<file path="config.mk">
export PLATFORM = sky130hd
export DESIGN_NAME = freq_divider_period_meter
export DESIGN_NICKNAME = d
export VERILOG_FILES = /design/src/rtl/pll_pkg.sv /design/src/rtl/sync_toggle_detect.sv /design/src/rtl/freq_divider_period_meter.sv
export SDC_FILE = /design/constraint.sdc
export NUM_CORES = 1
export LEC_CHECK = 0
export ABC_AREA = 1
export CORE_MARGIN = 10
export CORE_UTILIZATION = 45
export CTS_BUF_LIST = sky130_fd_sc_hd__clkbuf_4
export DETAILED_ROUTE_END_ITERATION = 10
export PLACE_DENSITY = 0.67
export SLEW_MARGIN = 15
export SYNTH_ARGS = -nofsm -noshare
export SYNTH_HDL_FRONTEND = slang
export SYNTH_SLANG_ARGS = --single-unit
</file>
<file path="constraint.sdc">
create_clock -name in -period 2.3 [get_ports in]
set_input_delay 0.46 -clock in [delete_from_list [all_inputs] [get_ports in]]
set_output_delay 0.46 -clock in [all_outputs]
set_load 0.03 [all_outputs]
</file>
<file path="src/rtl/pll_pkg.sv">
// -----------------------------------------------------------------------------
// pll_pkg
//   Shared definitions for the PLL observability blocks.
//   meter_state_t : state of the period meter
//     ARM     - waiting for the first toggle (first interval is partial)
//     MEASURE - producing measurements, not yet stable
//     LOCKED  - the last LOCK_COUNT measurements were identical
// -----------------------------------------------------------------------------
package pll_pkg;

    typedef enum logic [1:0] {
        ARM     = 2'd0,
        MEASURE = 2'd1,
        LOCKED  = 2'd2
    } meter_state_t;

endpackage

</file>
<file path="src/rtl/sync_toggle_detect.sv">
// -----------------------------------------------------------------------------
// sync_toggle_detect
//   Brings an asynchronous level into the i_clk domain through a SYNC_STAGES
//   flop chain, keeps one more delayed copy, and flags any change (rising or
//   falling) between the two as a single-cycle toggle.
//
//   Ports
//     i_clk    : sampling clock
//     i_rst_n  : asynchronous active-low reset, all flops clear to 0
//     i_async  : asynchronous input level
//     o_toggle : high for one cycle per synchronised edge of i_async
// -----------------------------------------------------------------------------
module sync_toggle_detect #(
    parameter int unsigned SYNC_STAGES = 2
) (
    input  logic i_clk,
    input  logic i_rst_n,
    input  logic i_async,
    output logic o_toggle
);

    logic [SYNC_STAGES-1:0] r_sync;
    logic                   r_last;

    always_ff @(posedge i_clk or negedge i_rst_n) begin
        if (!i_rst_n) begin
            r_sync <= '0;
            r_last <= 1'b0;
        end else begin
            r_sync <= {r_sync[SYNC_STAGES-2:0], i_async};
            r_last <= r_sync[SYNC_STAGES-1];
        end
    end

    assign o_toggle = r_sync[SYNC_STAGES-1] ^ r_last;

endmodule

</file>
<file path="src/rtl/freq_divider_period_meter.sv">
// -----------------------------------------------------------------------------
// freq_divider_period_meter
//   Measures the half-period of a divided clock in cycles of the fast clock
//   and reports it in the even divider's halfdivisor encoding (interval - 1).
//   Asserts locked once LOCK_COUNT consecutive measurements agree.
//
//   Ports
//     in             : fast clock, all state updates on posedge
//     reset          : asynchronous active-low reset
//     div_in         : divided waveform, asynchronous to in
//     measured       : last valid half-period measurement
//     measured_valid : one-cycle pulse when measured updates
//     locked         : high while in the LOCKED state
//     overflow       : one-cycle pulse when an interval exceeds 2^N cycles
// -----------------------------------------------------------------------------
module freq_divider_period_meter
    import pll_pkg::*;
#(
    parameter int unsigned NUM_DIVISOR_BITS = 4,
    parameter int unsigned LOCK_COUNT       = 4,
    parameter int unsigned SYNC_STAGES      = 2
) (
    input  logic                        in,
    input  logic                        reset,
    input  logic                        div_in,
    output logic [NUM_DIVISOR_BITS-1:0] measured,
    output logic                        measured_valid,
    output logic                        locked,
    output logic                        overflow
);

    localparam int unsigned MW = $clog2(LOCK_COUNT);
    localparam logic [MW-1:0] MATCH_MAX = MW'(LOCK_COUNT - 1);

    logic                        w_toggle;
    logic [NUM_DIVISOR_BITS-1:0] r_cnt;
    logic                        r_sat;
    meter_state_t                r_state;
    logic [NUM_DIVISOR_BITS-1:0] r_measured;
    logic                        r_valid;
    logic                        r_overflow;
    logic [MW-1:0]               r_match;
    logic [MW-1:0]               w_match_inc;

    sync_toggle_detect #(
        .SYNC_STAGES (SYNC_STAGES)
    ) u_sync (
        .i_clk    (in),
        .i_rst_n  (reset),
        .i_async  (div_in),
        .o_toggle (w_toggle)
    );

    // Interval counter. Reading all-ones on a non-toggle cycle means the
    // interval is already longer than 2^N, so sat latches and the counter
    // parks at all-ones until the next toggle.
    always_ff @(posedge in or negedge reset) begin
        if (!reset) begin
            r_cnt <= '0;
            r_sat <= 1'b0;
        end else if (w_toggle) begin
            r_cnt <= '0;
            r_sat <= 1'b0;
        end else if (!r_sat) begin
            if (r_cnt == '1) begin
                r_sat <= 1'b1;
            end else begin
                r_cnt <= r_cnt + 1'b1;
            end
        end
    end

    assign w_match_inc = (r_match == MATCH_MAX) ? MATCH_MAX : r_match + 1'b1;

    // Measurement FSM with registered outputs. The first toggle after reset
    // only arms the meter since the interval before it is partial.
    always_ff @(posedge in or negedge reset) begin
        if (!reset) begin
            r_state    <= ARM;
            r_measured <= '0;
            r_valid    <= 1'b0;
            r_overflow <= 1'b0;
            r_match    <= '0;
        end else begin
            r_valid    <= 1'b0;
            r_overflow <= 1'b0;
            if (w_toggle) begin
                case (r_state)
                    ARM: begin
                        r_state <= MEASURE;
                    end
                    default: begin
                        if (r_sat) begin
                            r_overflow <= 1'b1;
                            r_match    <= '0;
                            r_state    <= MEASURE;
                        end else begin
                            r_measured <= r_cnt;
                            r_valid    <= 1'b1;
                            // Compared against the previous measured value,
                            // which is the reset value 0 right after ARM.
                            if (r_cnt == r_measured) begin
                                r_match <= w_match_inc;
                                r_state <= (w_match_inc == MATCH_MAX) ? LOCKED : MEASURE;
                            end else begin
                                r_match <= '0;
                                r_state <= MEASURE;
                            end
                        end
                    end
                endcase
            end
        end
    end

    assign measured       = r_measured;
    assign measured_valid = r_valid;
    assign overflow       = r_overflow;
    assign locked         = (r_state == LOCKED);

endmodule

</file>
# After elaboration in Yosys (flattened, before gate mapping)
# Index checks and enable logic that the tools add are counted.
[classes] addsub=2 n_eq_ne=7 mux=19 n_bitwise=3 reduce_logical=4
[op_table] cell="$mux W2" n=7
[op_table] cell="$mux W4" n=3
[op_table] cell="$mux W1" n=9
[op_table] cell="$eq A2 B2 Y1 const B" n=3
[op_table] cell="$add A4 B1 Y4 const B" n=1
[op_table] cell="$eq A4 B4 Y1" n=1
[op_table] cell="$eq A4 B4 Y1 const B" n=1
[op_table] cell="$ne A2 B1 Y1 const B" n=2
[op_table] cell="$reduce_and A2 Y1" n=2
[op_table] cell="$reduce_and A3 Y1" n=1
[op_table] cell="$add A2 B1 Y2 const B" n=1
[op_table] cell="$logic_not A2 Y1" n=1
[op_table] cell="$not A1 Y1" n=2
[op_table] cell="$xor A1 B1 Y1" n=1
[totals] register_bits=18 input_bits=3 output_inout_bits=7 word_cells=44

# Longest topological paths before layout
[logic_depth] depth_word=7 ltp_mapped=7 ltp_nobuf=7

# Cells and area by module
# A second synthesis with hierarchy kept.
[hier_totals] hier_cells=91 area_unflattened_um2=829.5
[modules_own_cells] module="freq_divider_period_meter" n_inst=1 cells_each=83 area_per_inst_um2=735.7 seq_area_each_um2=375.4
[modules_own_cells] module="sync_toggle_detect" n_inst=1 cells_each=8 area_per_inst_um2=93.8 seq_area_each_um2=75.1

# Worst setup path before layout
# OpenSTA, ideal clock, no wires.
[synth_timing] kind="flip-flop to output port" startpoint="register r_state[1]" endpoint="output locked" arrival_ps=820 required_time_ps=1840 path_slack_ps=1020 path_stages_with_launch=3 n_path_buf=0 path_cell_list="dfrtp_1 inv_1 nor2_1"
[synth_via] elab_chain_len=1
[synth_rtl] element="from (decl)" line="freq_divider_period_meter.sv:38" source="meter_state_t r_state;"
[synth_rtl] element="from (signal assigned)" line="freq_divider_period_meter.sv:104" source="r_state <= (w_match_inc == MATCH_MAX) ? LOCKED : MEASURE;"
[synth_rtl] element="$eq A2 B2 Y1" line="freq_divider_period_meter.sv:119" source="assign locked = (r_state == LOCKED);"
[synth_rtl] element="to (decl)" line="freq_divider_period_meter.sv:28" source="output logic locked,"
# No other way between the ends.

# Worst setup path in the final report
# Same ends and word-level chain as after synthesis.

==> run summary <==
Unique masters post-synth -> 18
Setup Fix Bufs, Post-CTS -> 0
Status -> finished, final reports clean
Pins Over Slew Limit -> 0
Most frequent cells in the layout -> nand2_1, dfrtp_1, inv_1
Routed WL per cell -> 10.7 um
Die H -> 63.1 um
Clock slew at reported path FFs -> 0.11 ns
Placed Cells -> 132
First-pass GRT wire length -> 2.51 mm
Hpwl dp -> 1.07 mm
Antenna violations before repair -> 0
Initial Utilization -> 47.8%
# Max-Cap Violations -> 0
DR iter-0 viols -> 17
CTS tree -> done
CP max-delay cell -> clkdlybuf4s50_1
Crit path kind -> flop to output port
Vias per std cell -> 4.60
Sequential area share after synthesis -> 54.0%
Boundary Pins -> 10
Post-synthesis instance total -> 98
RSZ-0062 raised after global routing -> no
CORE AREA -> 0.00175 mm^2
Layout cells sized above 1 -> 15.3%
Total Routing Usage GR -> 7.66%
P_leak -> 0.473 nW
Vias in the first global route -> 598
CTS Root Cell -> clkbuf_4
Die X-Extent -> 63.1 um
Slew headroom -> 79.2%
Setup TNS -> 0 ns
Number of routed nets with antenna violations -> 0
Period utilisation layout -> 85.9%
Synth Net Count -> 102
CTS resizes -> 0
Ordered list of cells on the worst path -> inv_1 > nor2_1 > clkdlybuf4s50_1
Crit-path max FO -> 4
CTS Sinks -> 18
Routed Wire Length -> 1.46 mm
Overflow after GRT -> 0
Clk_lat worst skew -> 0.29 ns
#FFs+latches synth -> 18
Startpoint Class -> flop
Syn Area/Cell -> 8.52 um^2
Hold-fix buffers, CTS -> 0
Max Freq -> 506 MHz
IO Port Bufs -> 9
Full die area -> 0.00398 mm^2
Area Growth Syn to Fin -> 17.2%
Worst Tran Pin Value -> 0.310 ns
Commonest non-fill, non-tap cell in the layout -> nand2_1
Clock buffer count from CTS -> 3
Type of the worst min-delay path -> flop to flop
Endpoint class of the critical path -> output port
Data required, critical path -> 1.84 ns
Syn Std Cell Area -> 835 um^2
Cell Count, Final, Fillers Out -> 136
CP top delay family -> buffers and inverters
Final GP Congestion -> 0.783
Vias after detailed routing -> 626
Depth of the CTS H-tree -> 1
TritonRoute pass-1 iters -> 4
Clk buf depth -> 2
Power density cells -> 798 mW/mm^2
# DRC -> 0
Arrival @ worst endpoint -> 1.51 ns
NumNets Final -> 116
Diode count -> 0
Row cnt -> 15
Fin util -> 56.1%
Post-route minimum period -> 1.97 ns
Final setup viols -> 0
Synth warn -> 0
Largest net degree at the start of global routing -> 19
Slowest Stage Delay on Critical Path -> 0.67 ns
Final clock skew -> 0.00694 ns
Worst path buffer plus inverter count -> 2
Final hold vios -> 0
IR drop worst, VDD -> 458 uV
per-layer routing:
metal | share of wire [%] | wire (um) | GRT usage, % | vias up
li1 | - | - | - | 332
met1 | 50 | 726 | 9.16 | 280
met2 | 42 | 605 | 11.5 | 12
met3 | 7.4 | 108 | 3.36 | 2
met4 | 1.2 | 17 | 3.35 | 0
met5 | 0 | 0 | 0 | -
final cells by class:
cell class | count | area, um^2
Timing Repair Buffer | 10 | 97.6
Fill cell | 165 | 767
Inverter | 16 | 60.1
Multi-Input combinational cell | 63 | 313
Tap cell | 25 | 31.3
Sequential cell | 18 | 450
Clock buffer | 3 | 22.5
Clock inverter | 1 | 3.75
registers in the layout (all words and copies together), names as in the netlist:
| signal | count |
|---|---|
| measured | 4 |
| measured_valid | 1 |
| overflow | 1 |
| r_cnt | 4 |
| r_match | 2 |
| r_sat | 1 |
| r_state | 2 |
| u_sync.r_last | 1 |
| u_sync.r_sync | 2 |
power by group:
part / internal [mW] / switching [mW] / leakage [nW] / total (mW)
clock network: 0.0630 / 0.0975 / 0.0154 / 0.161
registers: 0.362 / 0.0378 / 0.233 / 0.400
logic: 0.0887 / 0.132 / 0.224 / 0.221
total: 0.514 / 0.267 / 0.473 / 0.781
final timing paths:
kind                       slack, ns                to              from  cells after the start
max                             0.33            locked        r_state[1]                      3
max reg2reg                     1.06          r_cnt[2]          r_cnt[0]                      6
min in group asynchronous       0.49          r_cnt[0]             reset                      2
min                             0.36  u_sync.r_sync[1]  u_sync.r_sync[0]                      0
max in group asynchronous       1.61        r_match[0]             reset                      2
min reg2reg                     0.36  u_sync.r_sync[1]  u_sync.r_sync[0]                      0
through the flow:
step / area, um^2 / setup WS (ns) / power, mW / hold slack, ns
2_1_floorplan: 835 / 1.02 / 0.565 / 0.164
3_3_place_gp: 952 / 0.661 / 0.623 / 0.336
3_5_place_dp: 952 / 0.647 / 0.629 / 0.340
4_1_cts: 978 / 0.300 / 0.790 / 0.364
5_1_grt: 978 / 0.237 / 0.836 / 0.367
6_report: 978 / 0.325 / 0.781 / 0.362
cells by family (layout without fill, tap and decap cells):
kind of cell	Yosys count	in the layout	share of synthesized area, %
AOI/OAI and AO/OA	10	10	6.45
adders and majority gates	1	1	1.50
DFF	18	18	54.0
buffers and inverters	17	30	8.54
and+or+nand+nor	52	52	29.5
worst register-to-register path, stage by stage, from the launching register on:
cell     delay, ns
dfrtp_1       0.45
ha_1          0.25
nand3_1       0.10
nand2_2       0.08
inv_2         0.08
nand3_1       0.07
a21oi_1       0.14
cells in the mapped netlist:
library cell / instances / area (um^2)
nand2_1: 30 / 113
dfrtp_1: 18 / 450
inv_1: 12 / 45.0
o21ai_1: 8 / 40.0
nand3_1: 6 / 30.0
inv_2: 4 / 15.0
nor2_1: 4 / 15.0
nand2_2: 3 / 18.8
nand4_1: 3 / 18.8
nor2_4: 2 / 22.5
a21oi_1: 1 / 5.00
buf_6: 1 / 11.3
ha_1: 1 / 12.5
nand2_4: 1 / 11.3
nor2_2: 1 / 6.26
nor3_1: 1 / 5.00
o21ai_2: 1 / 8.76
or2_2: 1 / 6.26
Power figures use the tool's default switching activity.
==> variant 1 (same settings) <==
Change the parameter `NUM_DIVISOR_BITS` from 4 to 5.
--- a/src/rtl/freq_divider_period_meter.sv
+++ b/src/rtl/freq_divider_period_meter.sv
@@ -18,3 +18,3 @@
 #(
-    parameter int unsigned NUM_DIVISOR_BITS = 4,
+    parameter int unsigned NUM_DIVISOR_BITS = 5,
     parameter int unsigned LOCK_COUNT       = 4,
Interface: changed (resized measured); port bits go from 10 to 11. The function was not compared with the original's and may differ.
==> variant 1 against the unedited design <==
  * Worst setup slack lost 0.0049 ns
  * Synthesized area grew 11%
  * Register-to-register slack lost 0.36 ns
  * Cell area grew 10%
  * Routed wire length grew 11%
  * Total power grew 7.4%
  * Count of clock-buffer cells in the layout is the same
  * Sequential cell count grew 2
==> variant 1: results (changes against the unedited design) <==
cts:
  post_cts_buffers: 0  # unchanged
  cts.clk_slew.worst_paths_ns: 0.10
  clock-root-buffer: "clkbuf_4"
  htreeDepth: 1  # unchanged
  clkLatencyLatePin_ns: 0.30
  cts_resized: 0  # unchanged
  cts_buffers: 3  # unchanged
  clk_path_buf_depth: 2  # unchanged
worst_setup_path:
  slowest_delay_ns: 0.67  # about the same
  crit_fanout: 4  # unchanged
  cpLargestDelayFamily: "buffers and inverters"
  worst_path_max_delay_cell: "clkdlybuf4s50_1"
  arrival_ns: 1.52
global_routing:
  grt_pass1_vias: 642  # +7.4%
  grt_max_degree: 21  # +2
  grt_usage: 0.0829  # +0.00631
  antenna_found_initial: 0  # unchanged
  grt_pass1_wl_mm: 2.79  # +11%
power:
  p_leak_nw: 0.519  # +9.6%
  irDropWorstVdd_uv: 381  # -17%
logic_synthesis:
  seq_area_frac_synth: 0.539  # -0.000647
  synth.distinct_cells: 19  # +1
  yosys-top-cells-count: "nand2_1, dfrtp_1, inv_1, nor2_1, o21ai_0"
  ys.flop_type: "dfrtp_1"
  yosysWarnings: 0  # unchanged
  async_flop_share: 1.00  # unchanged
  synth_area_leaders: "dfrtp_1, nand2_1, inv_1"
  syn_nets: 114  # +12%
hold_path:
  hp-class: "register to register"
layout:
  antennaDiodeCount: 0  # unchanged
  drive_above_1_share: 0.115  # -0.0384
  fill_cells: 204  # +24%
  nets: 129  # +11%
placement:
  io_buffers: 10  # +1
  globalplace.congestion: 0.797  # +1.8%
  dp_hpwl_mm: 1.27  # +18%
  post_dp_cell_area_sq_um: 1060  # +11%
status:
  status: "finished clean"
detailed_routing:
  first_pass_iters: 4  # unchanged
  viasPerCell: 4.60  # about the same
  wl_per_cell_um: 10.9  # +1.5%
  initialDrtViolationCount: 32  # +15
timing:
  tightest_slew_ns: 0.321  # +0.0106 ns
  skew_ns: 0.00295  # -0.00399 ns
## variant 1: cell types whose count changed after synthesis, moves of 3 or more
cell | unedited run | this run
nand3_1 | 6 | 3
nor2_1 | 4 | 14
o21ai_0 | 0 | 7
o21ai_1 | 8 | 2
## variant 1: layout make-up
class                   count  area, sq um  area share
flip-flops and latches     20          500       0.463
multi-input cells          71          353       0.326
repair buffers             11          108      0.0995
inverters                  17         63.8      0.0590
well taps                  27         33.8      0.0312
clock buffers               3         22.5      0.0208
## variant 1: path summary, 6_finish.rpt
kind / startpoint / endpoint / slack, ns / cells after the start
setup / recovery: r_state[1] / locked / 0.32 / 3
hold / removal: u_sync.r_sync[0] / u_sync.r_sync[1] / 0.36 / 0
setup reg to reg: r_cnt[0] / r_cnt[3] / 0.70 / 8
hold reg to reg: u_sync.r_sync[0] / u_sync.r_sync[1] / 0.36 / 0
max in group asynchronous: reset / measured[2] / 1.62 / 2
min in group asynchronous: reset / u_sync.r_sync[0] / 0.48 / 2
## variant 1: metal layers
layer	vias to the layer above	share of wire	track usage
met1	312	0.47	0.0933
met4	0	0.020	0.0401
met3	3	0.038	0.0356
li1	362	-	-
met5	-	0	0
met2	9	0.47	0.132
## variant 1: cell families (layout without fill, tap and decap cells)
logic type,after synthesis,in the layout,synth area share
xor gates and xnor gates,1,1,0.00944
AOI/OAI and AO/OA,14,14,0.0808
and+or+nand+nor,54,54,0.263
adders and majority gates,2,2,0.0269
buffers and inverters,18,31,0.0809
DFF,20,20,0.539
## variant 1: power breakdown
part           internal [W]  total [W]  switching [W]
combinational     0.0000935   0.000234       0.000141
clock             0.0000611   0.000158      0.0000974
sequential         0.000399   0.000446      0.0000468
## variant 1: through the flow
| step | worst slack, ns | std cells |
|---|---|---|
| after floorplan | 0.862 | 109 |
| after global placement | 0.693 | 146 |
| after detailed placement | 0.633 | 146 |
| after CTS | 0.287 | 149 |
| after global routing | 0.240 | 149 |
| final | 0.320 | 149 |
==> variant 2 (same flow settings) <==
Without the edit above. Encoding of `meter_state_t`: now one-hot (3 bits for 3 states).
--- a/src/rtl/pll_pkg.sv
+++ b/src/rtl/pll_pkg.sv
@@ -10,6 +10,6 @@
 
-    typedef enum logic [1:0] {
-        ARM     = 2'd0,
-        MEASURE = 2'd1,
-        LOCKED  = 2'd2
+    typedef enum logic [2:0] {
+        ARM     = 3'b001,
+        MEASURE = 3'b010,
+        LOCKED  = 3'b100
     } meter_state_t;
Behaviour: no difference found for any inputs over 10 cycles, from zero or initial values and one cycle with reset low; not proved beyond that.
==> variant 2 against the unedited design <==
  * Worst setup slack got worse by 0.068 ns
  * Synthesized cell count increased by 3.1%
  * Cell area is 1.7% higher
  * Synthesized area up 1.5%
  * Routed wire length is 3.6% higher
  * Total power rose by 4.0%
  * Largest cell class unchanged
  * Sequential cell count is 1 higher
  * Clock skew grew 0.0022 ns
==> variant 2: results (changes against the unedited design) <==
logic_synthesis:
  syn_nets: 105  # +2.9%
  syn_area_per_cell_sq_um: 8.39  # -1.5%
  ys.flop_type: "dfrtp_1"
  synth.distinct_cells: 16  # -2
  async_flop_share: 1.00  # unchanged
  seq_area_frac_synth: 0.563  # +0.0230
  synth_area_leaders: "dfrtp_1, nand2_1, inv_1"
  synth-compound-area-share: 0.0473  # -0.0172
  yosys-top-cells-count: "nand2_1, dfrtp_1, inv_1"
cts:
  htreeDepth: 1  # unchanged
  cts_resized: 0  # unchanged
detailed_routing:
  dr_wl_met3_um: 63  # -42%
  vias: 647  # +3.4%
  initialDrtViolationCount: 16  # -1
  dr_wl_met2_um: 679  # +12%
  viasPerCell: 4.65  # +1.1%
  met1_length_um: 739  # +1.8%
status:
  status: "finished clean"
global_routing:
  grtUsageMet2: 0.127  # +0.0114
  grt_max_degree: 12  # -7
  grt_use_met3: 0.0283  # -0.00530
  grt_usage: 0.0813  # +0.00476
  grtUsageMet1: 0.0919  # +0.000367
  grt_pass1_wl_mm: 2.68  # +6.9%
timing:
  skew_ns: 0.00913  # +0.00218 ns
  hold_ws_ns: 0.363  # +0.00140 ns
  relSlewSlack: 0.700  # -0.0924
worst_setup_path:
  crit_fanout: 3  # -1
  arrival_ns: 1.58  # +0.07 ns
  slowest_delay_ns: 0.70  # +0.03 ns
  worst-r2r-setup-slack_ns: 0.95  # -0.11 ns
  r2r_start: "u_sync.r_sync[1]"
  ff2ff_path_depth: 4  # -2
  r2r_end: "r_match[0]"
placement:
  post-place-ws_ns: 0.577  # -0.0701 ns
  dp.cells: 135  # +2.3%
  post_dp_cell_area_sq_um: 965  # +1.3%
hold_path:
  hold_end: "u_sync.r_sync[1]"
layout:
  drive_above_1_share: 0.0789  # -0.0742
  fill_cells: 182  # +10%
  nets: 119  # +2.6%
  final_util: 0.564  # +0.00326
power:
  p_leak_nw: 0.500  # +5.7%
  p_total_w: 0.000813  # +4.0%
  p_comb_frac: 0.266  # -0.017
  irDropWorstVdd_uv: 460  # +0.49%
  p_sw_w: 0.000269  # +0.51%
  clockPowerShare: 0.221  # +0.015
==> variant 2: cell count changes after synthesis, sizes merged <==
cell	unedited run	this run
nor3	1	2
o21ai	9	7
inv	16	17
dfstp	0	1
xnor2	0	1
nand3	6	7
==> variant 2: how the worst max path moves through the flow <==
stage / start / endpoint / slack, ns / depth (start not counted)
5_1_grt: r_state[1] / locked / 0.15 / 2
2_1_floorplan: r_state[1] / locked / 0.78 / 1
3_3_place_gp: r_state[1] / locked / 0.62 / 2
6_report: r_state[1] / locked / 0.26 / 2
4_1_cts: r_state[1] / locked / 0.22 / 2
3_5_place_dp: r_state[1] / locked / 0.58 / 2
==> variant 2: layout make-up <==
class	count	share of cell area
Clock buffer	4	0.0302
Inverter	17	0.0642
Multi-Input combinational cell	64	0.297
Sequential cell	19	0.479
Tap cell	25	0.0314
Timing Repair Buffer	10	0.0981
==> variant 2: worst reg2reg max path, stage by stage, from the launching register on <==
cell     delay (ns)
dfrtp_1        0.42
xnor2_2        0.21
nor2_2         0.42
nand4_1        0.16
nand2_1        0.09
